[config.mk]
export PLATFORM = sky130hd
export DESIGN_NAME = prism_counter_bank
export DESIGN_NICKNAME = d
export VERILOG_FILES = /design/src/rtl/prism_cnt_pkg.sv /design/src/rtl/prism_cnt_channel.sv /design/src/rtl/prism_counter_bank.sv
export SDC_FILE = /design/constraint.sdc
export NUM_CORES = 1
export LEC_CHECK = 0
export ABC_AREA = 1
export CAP_MARGIN = 5
export CORE_UTILIZATION = 34
export DETAILED_ROUTE_END_ITERATION = 12
export MAX_ROUTING_LAYER = met4
export SLEW_MARGIN = 20
export SYNTH_ARGS = -nofsm -noshare
export SYNTH_HDL_FRONTEND = slang
export SYNTH_SLANG_ARGS = --single-unit
[constraint.sdc]
create_clock -name clk -period 7.8 [get_ports clk]
set_input_delay 1.56 -clock clk [delete_from_list [all_inputs] [get_ports clk]]
set_output_delay 1.56 -clock clk [all_outputs]
set_load 0.02 [all_outputs]
[src/rtl/prism_cnt_pkg.sv]
// Shared register map, PRELOAD bit positions and bus helpers for the PRISM countdown-counter bank.
package prism_cnt_pkg;

  localparam logic [5:0] REG_CTRL     = 6'h00;
  localparam logic [5:0] REG_STATUS   = 6'h04;
  localparam logic [5:0] REG_IRQ_EN   = 6'h08;
  localparam logic [5:0] REG_PRESCALE = 6'h0C;
  localparam logic [5:0] REG_CH_BASE  = 6'h10;
  localparam int unsigned CH_STRIDE   = 8;

  localparam int unsigned AUTO_RELOAD_BIT     = 31;
  localparam int unsigned USE_PRESCALE_BIT    = 30;
  localparam int unsigned CTRL_ENABLE_BIT     = 0;
  localparam int unsigned CTRL_SOFT_CLEAR_BIT = 1;

  localparam logic [1:0] WR_SIZE_32 = 2'b10;

  function automatic logic [5:0] preload_addr(input int unsigned ch);
    return REG_CH_BASE + 6'(ch * CH_STRIDE);
  endfunction

  function automatic logic [5:0] count_addr(input int unsigned ch);
    return preload_addr(ch) + 6'd4;
  endfunction

endpackage

[src/rtl/prism_cnt_channel.sv]
// Single countdown channel: preload, mode bits, prioritised count update, zero detect and set pulse.
// The use_prescale bit exists only when PRISM_CNT_PRESCALE_EN is defined.
module prism_cnt_channel
  import prism_cnt_pkg::*;
#(
  parameter int unsigned CNT_W = 16
) (
  input  logic             clk,
  input  logic             rst,
  input  logic             preload_we,
  input  logic             count_we,
  input  logic [31:0]      wdata,
  input  logic             soft_clear,
  input  logic             run,
  input  logic             tick,
  input  logic             load_en,
  input  logic             dec_en,
  output logic [CNT_W-1:0] count,
  output logic [31:0]      preload_rd,
  output logic             zero,
  output logic             set_zero
);

  logic [CNT_W-1:0] preload;
  logic             auto_reload;
  logic             use_prescale;
  logic             ch_tick;
  logic             load_go;
  logic             dec_go;
  logic             unused_wdata;

  assign unused_wdata = &{1'b0, wdata};

`ifdef PRISM_CNT_PRESCALE_EN
  always_ff @(posedge clk or posedge rst) begin
    if (rst) begin
      use_prescale <= 1'b0;
    end else if (preload_we) begin
      use_prescale <= wdata[USE_PRESCALE_BIT];
    end
  end
`else
  logic unused_tick;
  assign unused_tick  = tick;
  assign use_prescale = 1'b0;
`endif

  always_ff @(posedge clk or posedge rst) begin
    if (rst) begin
      preload     <= '0;
      auto_reload <= 1'b0;
    end else if (preload_we) begin
      preload     <= wdata[CNT_W-1:0];
      auto_reload <= wdata[AUTO_RELOAD_BIT];
    end
  end

  assign ch_tick = use_prescale ? tick : 1'b1;
  assign load_go = load_en && run;
  // Decrement is the lowest-priority source; set_zero must only fire when it actually wins.
  assign dec_go   = dec_en && run && ch_tick && !soft_clear && !count_we && !load_go;
  assign set_zero = dec_go && (count == CNT_W'(1));
  assign zero     = (count == '0);

  always_ff @(posedge clk or posedge rst) begin
    if (rst) begin
      count <= '0;
    end else if (soft_clear) begin
      count <= '0;
    end else if (count_we) begin
      count <= wdata[CNT_W-1:0];
    end else if (load_go) begin
      count <= preload;
    end else if (dec_go) begin
      if (count > CNT_W'(1)) begin
        count <= count - CNT_W'(1);
      end else if (count == CNT_W'(1)) begin
        count <= '0;
      end else if (auto_reload) begin
        count <= preload;
      end
    end
  end

  always_comb begin
    preload_rd                   = '0;
    preload_rd[CNT_W-1:0]        = preload;
    preload_rd[AUTO_RELOAD_BIT]  = auto_reload;
    preload_rd[USE_PRESCALE_BIT] = use_prescale;
  end

endmodule

[src/rtl/prism_counter_bank.sv]
// Countdown-counter bank: bus decode, shared prescaler, sticky STATUS and maskable irq over NUM_CH channels.
// Define PRISM_CNT_PRESCALE_EN to build the shared prescaler and per-channel use_prescale bit.
module prism_counter_bank
  import prism_cnt_pkg::*;
#(
  parameter int unsigned NUM_CH     = 4,
  parameter int unsigned CNT_W      = 16,
  parameter int unsigned PRESCALE_W = 8
) (
  input  logic              clk,
  input  logic              rst,
  input  logic [5:0]        address,
  input  logic [31:0]       data_in,
  input  logic [1:0]        data_write_n,
  input  logic [1:0]        data_read_n,
  output logic [31:0]       data_out,
  output logic              data_ready,
  input  logic [NUM_CH-1:0] load_en,
  input  logic [NUM_CH-1:0] dec_en,
  input  logic              halt,
  output logic [NUM_CH-1:0] zero_flag,
  output logic              irq
);

  logic              wr_en;
  logic              soft_clear;
  logic              enable;
  logic              run;
  logic              tick;
  logic [NUM_CH-1:0] status;
  logic [NUM_CH-1:0] irq_en;
  logic [NUM_CH-1:0] status_clr;
  logic [NUM_CH-1:0] set_zero;
  logic [CNT_W-1:0]  ch_count   [NUM_CH];
  logic [31:0]       ch_preload [NUM_CH];
  logic              unused_bus;

  assign unused_bus = &{1'b0, data_read_n, data_in};

  assign wr_en      = (data_write_n == WR_SIZE_32);
  assign soft_clear = wr_en && (address == REG_CTRL) && data_in[CTRL_SOFT_CLEAR_BIT];
  assign run        = enable && !halt;
  assign status_clr = (wr_en && (address == REG_STATUS)) ? data_in[NUM_CH-1:0] : '0;
  assign data_ready = 1'b1;
  assign irq        = |(status & irq_en);

  always_ff @(posedge clk or posedge rst) begin
    if (rst) begin
      enable <= 1'b0;
      irq_en <= '0;
    end else begin
      if (wr_en && (address == REG_CTRL)) begin
        enable <= data_in[CTRL_ENABLE_BIT];
      end
      if (wr_en && (address == REG_IRQ_EN)) begin
        irq_en <= data_in[NUM_CH-1:0];
      end
    end
  end

  // Hardware set is OR'd in after the W1C mask so it wins a same-cycle clear.
  always_ff @(posedge clk or posedge rst) begin
    if (rst) begin
      status <= '0;
    end else if (soft_clear) begin
      status <= '0;
    end else begin
      status <= (status & ~status_clr) | set_zero;
    end
  end

`ifdef PRISM_CNT_PRESCALE_EN
  logic [PRESCALE_W-1:0] prescale;
  logic [PRESCALE_W-1:0] presc_cnt;

  always_ff @(posedge clk or posedge rst) begin
    if (rst) begin
      prescale <= '0;
    end else if (wr_en && (address == REG_PRESCALE)) begin
      prescale <= data_in[PRESCALE_W-1:0];
    end
  end

  always_ff @(posedge clk or posedge rst) begin
    if (rst) begin
      presc_cnt <= '0;
    end else if (soft_clear) begin
      presc_cnt <= '0;
    end else if (run) begin
      if (presc_cnt == '0) begin
        presc_cnt <= prescale;
      end else begin
        presc_cnt <= presc_cnt - PRESCALE_W'(1);
      end
    end
  end

  assign tick = run && (presc_cnt == '0);
`else
  assign tick = 1'b1;
`endif

  for (genvar i = 0; i < NUM_CH; i++) begin : g_ch
    prism_cnt_channel #(
      .CNT_W (CNT_W)
    ) u_ch (
      .clk        (clk),
      .rst        (rst),
      .preload_we (wr_en && (address == preload_addr(i))),
      .count_we   (wr_en && (address == count_addr(i))),
      .wdata      (data_in),
      .soft_clear (soft_clear),
      .run        (run),
      .tick       (tick),
      .load_en    (load_en[i]),
      .dec_en     (dec_en[i]),
      .count      (ch_count[i]),
      .preload_rd (ch_preload[i]),
      .zero       (zero_flag[i]),
      .set_zero   (set_zero[i])
    );
  end

  always_comb begin
    data_out = '0;
    case (address)
      REG_CTRL:     data_out[CTRL_ENABLE_BIT] = enable;
      REG_STATUS:   data_out[NUM_CH-1:0]      = status;
      REG_IRQ_EN:   data_out[NUM_CH-1:0]      = irq_en;
`ifdef PRISM_CNT_PRESCALE_EN
      REG_PRESCALE: data_out[PRESCALE_W-1:0]  = prescale;
`endif
      default:      ;
    endcase
    for (int unsigned i = 0; i < NUM_CH; i++) begin
      if (address == preload_addr(i)) begin
        data_out = ch_preload[i];
      end
      if (address == count_addr(i)) begin
        data_out[CNT_W-1:0] = ch_count[i];
      end
    end
  end

endmodule
# Word-level counts from Yosys, hierarchy flattened
# Cells that the tools add are included.
# totals
word_cells,147
out_inout_bits,38
input_bits,53
register_bits,141
# op_classes
magnitude_cmp,4
n_bitwise,4
n_mux,40
reduce_logical,65
n_addsub,4
eq_ne,15
# op_table
cell,count
16-bit 2-to-1 mux,32
32-bit 2-to-1 mux,4
16-bit by 1-bit equality test with 1-bit output (second input constant),4
16-bit by 1-bit > comparator with 1-bit output (second input constant),4
16-bit logical NOT,4
16-bit by 1-bit subtractor with 16-bit output (second input constant),4
1-bit logical AND,37
6-bit by 5-bit equality test with 1-bit output (second input constant),4
6-bit equality test (second input constant),4
6-bit nonzero test,4
4-bit nonzero test,4
1-bit logical NOT,10
4-bit AND,2
4-bit 2-to-1 mux,2
2-bit AND reduction,4
6-bit by 3-bit equality test with 1-bit output (second input constant),1
6-bit by 4-bit equality test with 1-bit output (second input constant),1
6-bit logical NOT,1
3-bit case mux with 2 select lines,1
4-bit inverter,1
4-bit OR,1
4-bit OR reduction,1
1-bit case mux with 3 select lines,1
2-bit equality test (second input constant),1

# Logic depth before layout (Yosys ltp)
# depth
ltp_word,11
mapped_depth,13
depth_no_buf,13

# By module
# Synthesis repeated with hierarchy kept, for this count alone.
# hier_totals
hier_cells,1671
area_unflattened_um2,11284.6
# modules_own_cells
mod,area_each_um2,n_inst,cells_per_inst
prism_cnt_channel,2332.2,4,326
prism_counter_bank,1955.6,1,367

# Worst setup path after synthesis
# Ideal clock, no wire load.
# synth_timing
path_type,in2out
from,in address[1]
to,out data_out[15]
n_path_buf,1
required_time_ns,6.240
slack_ns,3.538
t_arrival_ns,2.702
path_stages,6
path_cell_list,nor2_8 -> nand2_2 -> nor2_1 -> clkbuf_1 -> mux2i_1 -> o2111ai_1
# synth_between
elab_chain_cells,9
# synth_lines
item,line,text
"start, declared",prism_counter_bank.sv:12,"input logic [5:0] address,"
6-bit by 5-bit equality test with 1-bit output,prism_counter_bank.sv:136,if (address == preload_addr(i)) begin
32-bit 2-to-1 mux,prism_counter_bank.sv:136,
16-bit 2-to-1 mux,prism_counter_bank.sv:139,if (address == count_addr(i)) begin
32-bit 2-to-1 mux,prism_counter_bank.sv:136,
16-bit 2-to-1 mux,prism_counter_bank.sv:139,
32-bit 2-to-1 mux,prism_counter_bank.sv:136,
16-bit 2-to-1 mux,prism_counter_bank.sv:139,
32-bit 2-to-1 mux,prism_counter_bank.sv:136,
16-bit 2-to-1 mux *,prism_counter_bank.sv:139,
"end, declared",prism_counter_bank.sv:16,"output logic [31:0] data_out,"
# Mark *: on every way between the ends. The rest lies on a longest branch, timed or not.

# Final worst setup path
# layout_timing
from,in address[3]
to,out data_out[14]
# Same word-level chain as after synthesis.

==> results.json <==
{
  "finalSetupViolations": 0,
  "vias": 9728,
  "synth_ff_type": "dfrtp_1",
  "cts.reportedPaths.clkPinSlew_ns": 0.06,
  "n_fill_cell": 3011,
  "grt_pass1_vias": 8981,
  "initial_utilization_pct": 34.9,
  "cp_data_arrival_time_ns": 4.45,
  "cts_tree": "yes",
  "antenna_found_initial": 3,
  "status": "finished, final reports clean",
  "cts_sinks": 141,
  "yosysWarnings": 0,
  "dieHeight_um": 172,
  "synth_edf_count": 0,
  "synth_async_sr_flop_share_pct": 100,
  "end_kind": "output pin",
  "final.setup_skew_ns": 0.0157,
  "rows": 61,
  "rr_startpoint": "g_ch[1].u_ch.count[0]",
  "yosys.area.top_type": "dfrtp_1",
  "vdd_drop_max_uv": 143,
  "p_leak_nw": 5.32,
  "hold_viol_final": 0,
  "critPathLaunchType": "primary input",
  "io_pins": 91,
  "diodes": 0,
  "routabilityCongestion": 0.981,
  "crit_type": "in2out",
  "holdCritPathClass": "reg2reg",
  "rsz0062_at_grt": "no",
  "viasPerCell": 5.22,
  "drc": 0,
  "cap_violations": 0,
  "postSynthRegisterBits": 141,
  "slew_headroom_pct": 32.7,
  "postSynthCellCount": 1452,
  "syn-cell-area_um2": 9770,
  "drv_slew": 0,
  "die-area_um2": 29400,
  "avgSynthCellArea_um2": 6.73,
  "drt_iter0_drc": 1019,
  "clk_path_buf_depth": 2,
  "synth_top_area_share_pct": 36.1,
  "p_per_area_nw_per_um2": 308,
  "nNetsFinal": 1539,
  "dp.final_hpwl_mm": 24.8,
  "period_share_pct": 77.0,
  "layout-drive-gt1-share_pct": 6.66,
  "core-area_um2": 28000,
  "postCtsSetupBuffers": 0,
  "worstPathMaxFanout": 18,
  "min_from": "irq_en[2]",
  "worstMarginPinSlew_ns": 1.01,
  "antenna_left": 0,
  "worstPathRequired_ns": 6.24,
  "cts_hold_buf": 0,
  "htreeDepth": 4,
  "syn2layout_area_growth_pct": 13.5,
  "seq_area_frac_synth_pct": 36.1,
  "io_buffers": 57,
  "hold_ws_ns": 0.491,
  "max_clock_freq_mhz": 166,
  "multi_input_area_um2": 5470,
  "regArea_um2": 3530,
  "cts_resized": 0,
  "numCtsBuffers": 17,
  "synth.top_cells.by_area": "dfrtp_1 (36%), nand2_1 (20%), o21ai_0 (6.2%)",
  "finalSetupTns_ns": 0,
  "ctsRootBufferMaster": "clkbuf_16",
  "grt_overflow": 0,
  "grt_max_degree": 77,
  "clkLatencyLatePin_ns": 0.44,
  "grt_pass1_wl_mm": 52.9,
  "wire_per_inst_um": 18.5,
  "layout_min_cycle_time_ns": 6.01,
  "startpoint": "address[3]",
  "firstDrtPassIters": 5,
  "wirelength_mm": 34.6,
  "die_x_um": 172,
  "synth_cell_types": 45,
  "grtUsageTotal_pct": 25.0
}
## path summary, 6_finish.rpt
path / end / slack [ns] / depth (start not counted)
max: data_out[14] / 1.79 / 10
min: irq_en[2] / 0.49 / 2
max reg2reg: g_ch[1].u_ch.count[2] / 5.26 / 11
min reg2reg: irq_en[2] / 0.49 / 2
max in group asynchronous: g_ch[1].u_ch.count[5] / 4.77 / 3
min in group asynchronous: g_ch[3].u_ch.count[13] / 1.63 / 2
## registers in the layout, indices dropped and copies added (netlist names)
register	count
enable	1
g_ch.u_ch.auto_reload	4
g_ch.u_ch.count	64
g_ch.u_ch.preload	64
irq_en	4
status	4
## layout by cell type (no fill, tap or decap), types with 9 or more instances in the layout
cell / count
nor3_1: 10
nand2_1: 531
inv_1: 95
clkdlybuf4s50_1: 57
clkbuf_16: 17
xnor2_1: 16
a21oi_1: 39
conb_1: 16
nand3_1: 93
nand4_1: 40
nor2_1: 145
o21ai_0: 122
xor2_1: 33
dfrtp_1: 141
nor2_2: 16
a22oi_1: 12
ha_1: 12
nor2_4: 9
## kinds of logic after synthesis
family / after synthesis / synth area share (%)
AOI/OAI and AO/OA: 195 / 10.8
muxes: 1 / 0.102
and+or+nand+nor: 874 / 38.5
adders and majority gates: 12 / 1.54
DFF: 141 / 36.1
buffers and inverters: 178 / 8.51
other: 2 / 0.0769
xor gates and xnor gates: 49 / 4.39
## Yosys cell counts, types with 6 or more instances
master     count
a21oi_1       39
nand3_1       93
xnor2_1       16
xor2_1        33
o2111ai_1      6
nor3_1        10
inv_1         96
inv_2          8
nor2_2        15
buf_4         25
nand2_2        8
buf_2         16
dfrtp_1      141
ha_1          12
clkbuf_1      25
nor2_4         9
nand4_1       40
a22oi_1       12
o21ai_0      122
nand2_1      531
nor2_1       146
## metrics by stage
step | utilization (%) | worst slack, ns | power [mW] | instances | cell area, µm²
finish | 39.6 | 1.79 | 3.42 | 1865 | 11100
global route | 39.6 | 1.57 | 3.71 | 1865 | 11100
floorplan | - | 2.46 | 2.21 | 1466 | 9820
CTS | 39.6 | 1.81 | 3.42 | 1865 | 11100
detailed placement | 37.4 | 1.80 | 2.55 | 1833 | 10500
global placement | 37.4 | 1.82 | 2.53 | 1833 | 10500
## per-layer routing
layer  track usage [%]  vias up  share of wire (%)
met5                 -        -                  0
met2              39.3      373                 47
li1                  -     4684                  -
met3              4.26       42                7.4
met1              33.3     4629                 44
met4              6.17        0                1.9
## area by class of cell
cell class	instances	area share [%]
multi-input combinational	1147	49.3
inverter	105	3.62
clock inverter	9	0.959
timing repair buffer	62	5.48
clock buffer	23	4.58
sequential	141	31.8
tap	378	4.26
## worst max-delay path, cell delays in order
cell             delay, ns
clkdlybuf4s50_1       0.57
inv_1                 0.08
nor2_2                0.21
nand2_1               0.18
nor2_2                0.62
nand2_1               0.10
nand3_1               0.24
nor2_1                0.10
o2111ai_1             0.12
clkdlybuf4s50_1       0.66
## report_power, final
part	switching (mW)	internal, mW
clock	0.342	0.522
sequential	0.262	0.903
combinational	0.862	0.529
total	1.47	1.96
Note: power is estimated with default switching activity, not from simulation.
